===== src/rtl/fetch_unit.sv =====
// fetch_unit: instruction fetch front end.
// Requests one instruction word at a time from instruction memory, holds it
// for the decoder until it is accepted, then advances the program counter
// on an increment pulse or a taken branch.
// Optional feature: define FETCH_TIMEOUT_EN to abort a fetch that waits
// TIMEOUT_CYCLES cycles without mem_ack. The FSM then parks in ERROR with a
// sticky fetch_error until reset.
module fetch_unit #(
    parameter logic [15:0] RESET_PC       = 16'h0000,
    parameter int          TIMEOUT_CYCLES = 16
) (
    input  logic        clk,
    input  logic        reset,
    input  logic        increment_ins_count,
    input  logic        branch_taken,
    input  logic [15:0] branch_target,
    output logic        mem_req,
    output logic [15:0] mem_addr,
    input  logic        mem_ack,
    input  logic [15:0] mem_rdata,
    output logic [15:0] instruction,
    output logic        ins_valid,
    input  logic        ins_accept,
    output logic [15:0] pc,
    output logic        fetch_error
);

    typedef enum logic [2:0] {
        START,
        FETCH,
        READY,
        IDLE,
        ERROR
    } state_t;

    // Last counter value before the limit is reached; reaching it on a
    // further ackless FETCH cycle means TIMEOUT_CYCLES cycles have elapsed.
    localparam logic [7:0] TIMEOUT_LAST = 8'(TIMEOUT_CYCLES - 1);

    state_t state;
    logic   pending;

`ifdef FETCH_TIMEOUT_EN
    logic [7:0] timeout_count;
`else
    wire unused_timeout_cfg = ^TIMEOUT_LAST;
    assign fetch_error = 1'b0;
`endif

    // The read address is always the program counter.
    assign mem_addr = pc;

    // Fetch sequencing: state, pc, captured instruction, deferred increment
    // and the registered memory request all advance together here.
    always_ff @(posedge clk or posedge reset) begin
        if (reset) begin
            state       <= START;
            pc          <= RESET_PC;
            instruction <= 16'h0000;
            ins_valid   <= 1'b0;
            mem_req     <= 1'b0;
            pending     <= 1'b0;
`ifdef FETCH_TIMEOUT_EN
            fetch_error   <= 1'b0;
            timeout_count <= 8'd0;
`endif
        end else begin
            case (state)
                START: begin
                    if (increment_ins_count) begin
                        pending <= 1'b1;
                    end
                    state   <= FETCH;
                    mem_req <= 1'b1;
                end

                FETCH: begin
                    if (increment_ins_count) begin
                        pending <= 1'b1;
                    end
                    if (mem_ack) begin
                        instruction <= mem_rdata;
                        ins_valid   <= 1'b1;
                        state       <= READY;
                        mem_req     <= 1'b0;
`ifdef FETCH_TIMEOUT_EN
                        timeout_count <= 8'd0;
                    end else if (timeout_count == TIMEOUT_LAST) begin
                        state         <= ERROR;
                        mem_req       <= 1'b0;
                        fetch_error   <= 1'b1;
                        timeout_count <= 8'd0;
                    end else begin
                        timeout_count <= timeout_count + 8'd1;
`endif
                    end
                end

                READY: begin
                    if (increment_ins_count) begin
                        pending <= 1'b1;
                    end
                    if (ins_accept) begin
                        ins_valid <= 1'b0;
                        state     <= IDLE;
                    end
                end

                IDLE: begin
                    // A branch overrides both a fresh and a deferred increment.
                    if (branch_taken) begin
                        pc      <= branch_target;
                        pending <= 1'b0;
                        state   <= FETCH;
                        mem_req <= 1'b1;
                    end else if (increment_ins_count || pending) begin
                        pc      <= pc + 16'd1;
                        pending <= 1'b0;
                        state   <= FETCH;
                        mem_req <= 1'b1;
                    end
                end

                ERROR: begin
                    state   <= ERROR;
                    mem_req <= 1'b0;
                end

                default: begin
                    state   <= START;
                    mem_req <= 1'b0;
                end
            endcase
        end
    end

endmodule


===== config.mk =====
export PLATFORM = sky130hd
export DESIGN_NAME = fetch_unit
export DESIGN_NICKNAME = d
export VERILOG_FILES = /design/src/rtl/fetch_unit.sv
export SDC_FILE = /design/constraint.sdc
export NUM_CORES = 1
export LEC_CHECK = 0
export CORE_MARGIN = 3
export CORE_UTILIZATION = 28
export DETAILED_ROUTE_END_ITERATION = 10
export PLACE_DENSITY = 0.55
export SYNTH_ARGS = -nofsm -noshare
export SYNTH_HDL_FRONTEND = slang
export SYNTH_SLANG_ARGS = --single-unit
export TNS_END_PERCENT = 5

===== constraint.sdc =====
create_clock -name clk -period 1.98 [get_ports clk]
set_clock_uncertainty 0.2 [all_clocks]
set_input_delay 0.396 -clock clk [delete_from_list [all_inputs] [get_ports clk]]
set_output_delay 0.396 -clock clk [all_outputs]
set_load 0.05 [all_outputs]

==> flow_metrics.py <==
metrics = {
    "yosys": {
        "netlist_top_cells_area": "dfrtp_1 (47%), mux2_2 (8.9%), buf_4 (7.1%), a21oi_1 (3.5%), nor2_1 (2.8%)",
        "synthCells": 196,
        "synth-edff-count": 0,
        "syn_area_per_cell_um2": 10.3,
        "netlist_area_um2": 2020,
        "ys.flop_type": "dfrtp_1",
        "yosysSeqAreaShare": 0.472,
        "async_flop_share": 1.00,
        "syn_nets": 235,
        "netlist-cell-type-count": 44,
        "synth_warnings": 0,
        "ys_ff_latch": 38,
        "yosys.area.top_type": "dfrtp_1",
        "yosysTopAreaCellShare": 0.472,
    },
    "sta": {
        "period_share": 0.934,
        "finalSetupTns_ns": 0,
        "maxClockFrequency_mhz": 541,
        "finalHoldViolCount": 0,
        "setup_violations": 0,
        "rsz0062_at_grt": "false",
        "slew_viol_final": 0,
        "min_period_ns": 1.85,
        "timing.hold.ws_ns": 0.242,
    },
    "setup_path": {
        "timing.rr.start": "mem_addr[1]",
        "arrival_ns": 1.84,
        "start_kind": "primary input",
        "cp-startpoint": "branch_taken",
        "crit_type": "primary input to flop",
        "crit_path_end_kind": "flop",
        "r2r_slack_ns": 0.14,
        "cp.required_ns": 1.97,
        "path_max_fanout": 11,
    },
    "die": {
        "fp.dieH_um": 90.8,
        "die_x_um": 90.8,
        "die_area_um2": 8250,
        "coreArea_um2": 6870,
        "rows": 30,
        "io_pins": 89,
        "start_util": 0.293,
    },
    "cts": {
        "cts-resized-gates": 0,
        "cts_tree": "built",
        "clock-sinks": 38,
        "cts.htree.levels": 2,
        "ctsLongestPathBuffers": 2,
        "holdBufCountCts": 0,
        "cts_setup_buffers": 0,
        "clock-root-buffer": "clkbuf_8",
        "cts.clk_slew.worst_paths_ns": 0.08,
        "cts_buffers": 5,
        "clkLatencyLatePin_ns": 0.28,
    },
    "place": {
        "place_inst": 377,
        "numPortBuffers": 87,
        "place_hpwl_um": 4060,
        "globalplace.congestion": 0.796,
        "place_area_um2": 3010,
    },
    "worst_hold_path": {
        "hold_path_class": "primary input to async pin",
    },
    "route": {
        "vias": 1796,
        "firstDrtPassIters": 4,
        "routed.top_layer": "met4",
        "wl_per_cell_um": 13.9,
        "drcViolationCount": 0,
        "antenna_left": 0,
        "dr_wl_met2_um": 2420,
        "initialDrtViolationCount": 91,
        "routed_via_density": 4.66,
        "met1_length_um": 2420,
        "routed_wl_um": 5360,
        "met3_wirelength_um": 483,
    },
    "cells_and_area": {
        "final_cell_area_um2": 3120,
        "drive_gt1_frac": 0.367,
        "most-common-layout-cells": "buf_4 (64), clkdlybuf4s50_1 (37), dfrtp_1 (36)",
        "layout_commonest_cell": "buf_4",
        "finalNetCount": 327,
        "layout.cells.non_filler": 385,
        "area_growth_pct": 54.9,
        "diodes": 0,
    },
    "global_routing": {
        "grt_pass1_wl_um": 9060,
        "grt_pass1_vias": 1885,
        "grt_max_degree": 23,
        "gr-usage-all-layers": 0.132,
        "gr-total-overflow": 0,
        "antenna_found_initial": 0,
    },
    "power": {
        "ir_drop_mv": 0.945,
        "power.total_mw": 6.15,
        "p_leak_nw": 1.35,
        "p_per_area_nw_per_um2": 1970,
    },
    "job": {
        "max_cap_violations": 0,
    },
    "outcome": {
        "status": "finished clean",
    },
}
==> flip-flops by register name, indices dropped and copies added (netlist names) <==
| name | count |
|---|---|
| mem_addr | 16 |
| pending | 1 |
| ins_valid | 1 |
| mem_req | 1 |
| state | 3 |
| instruction | 16 |
==> layer usage <==
layer / GRT usage / up-vias
met4: 0.0339 / 0
met3: 0.0450 / 5
met2: 0.210 / 62
li1: - / 877
met1: 0.171 / 852
met5: 0 / -
==> cell type report <==
class                           instances  area [um2]
Inverter                                9        33.8
Tap cell                               96         120
Multi-Input combinational cell        123         851
Sequential cell                        38         953
Clock inverter                          3        45.0
Clock buffer                            5        68.8
Fill cell                             665        3750
Timing Repair Buffer                  111        1050
==> power breakdown <==
part / switching (mW) / leakage (nW) / internal, mW
clock: 0.290 / 0.0504 / 0.375
combinational: 2.52 / 0.859 / 1.48
sequential: 0.337 / 0.444 / 1.15
total: 3.15 / 1.35 / 3.00
==> worst paths after layout <==
kind / end / cells past startpoint
max reg2reg: mem_addr[8] / 5
min in group clk: state[1] / 1
min reg2reg: state[1] / 1
min: mem_addr[2] / 3
max: mem_addr[11] / 5
max in group asynchronous: state[2] / 3
==> metrics by stage <==
stage          worst slack, ns  utilization
2_1_floorplan           0.0178            -
3_3_place_gp            -0.149        0.438
3_5_place_dp            -0.171        0.438
4_1_cts                  0.133        0.455
5_1_grt                 0.0297        0.455
6_report                 0.131        0.455
==> cells in the mapped netlist, types with 3 or more instances <==
| cell | instances |
|---|---|
| buf_4 | 19 |
| o21ai_0 | 9 |
| a211o_1 | 3 |
| a21oi_1 | 14 |
| o2bb2ai_1 | 3 |
| mux2i_1 | 3 |
| dfrtp_1 | 38 |
| nand4_1 | 3 |
| nand2_1 | 7 |
| mux2_2 | 16 |
| nand3_1 | 9 |
| a211oi_1 | 4 |
| nor3_1 | 5 |
| buf_2 | 3 |
| inv_1 | 9 |
| nor2_1 | 15 |
==> critical path, cell delays in order <==
cell             delay (ns)
clkdlybuf4s50_1        0.42
or3_4                  0.41
and2_4                 0.19
and3_4                 0.18
a311oi_2               0.24
==> cells by family after synthesis <==
family,count (synthesis),share of synthesized area
and+or+nand+nor,52,0.135
AOI/OAI and AO/OA,50,0.174
DFF,38,0.472
buffers and inverters,35,0.106
muxes,19,0.104
adders and majority gates,1,0.00621
other,1,0.00186
Note: power is estimated with default switching activity, not from simulation.
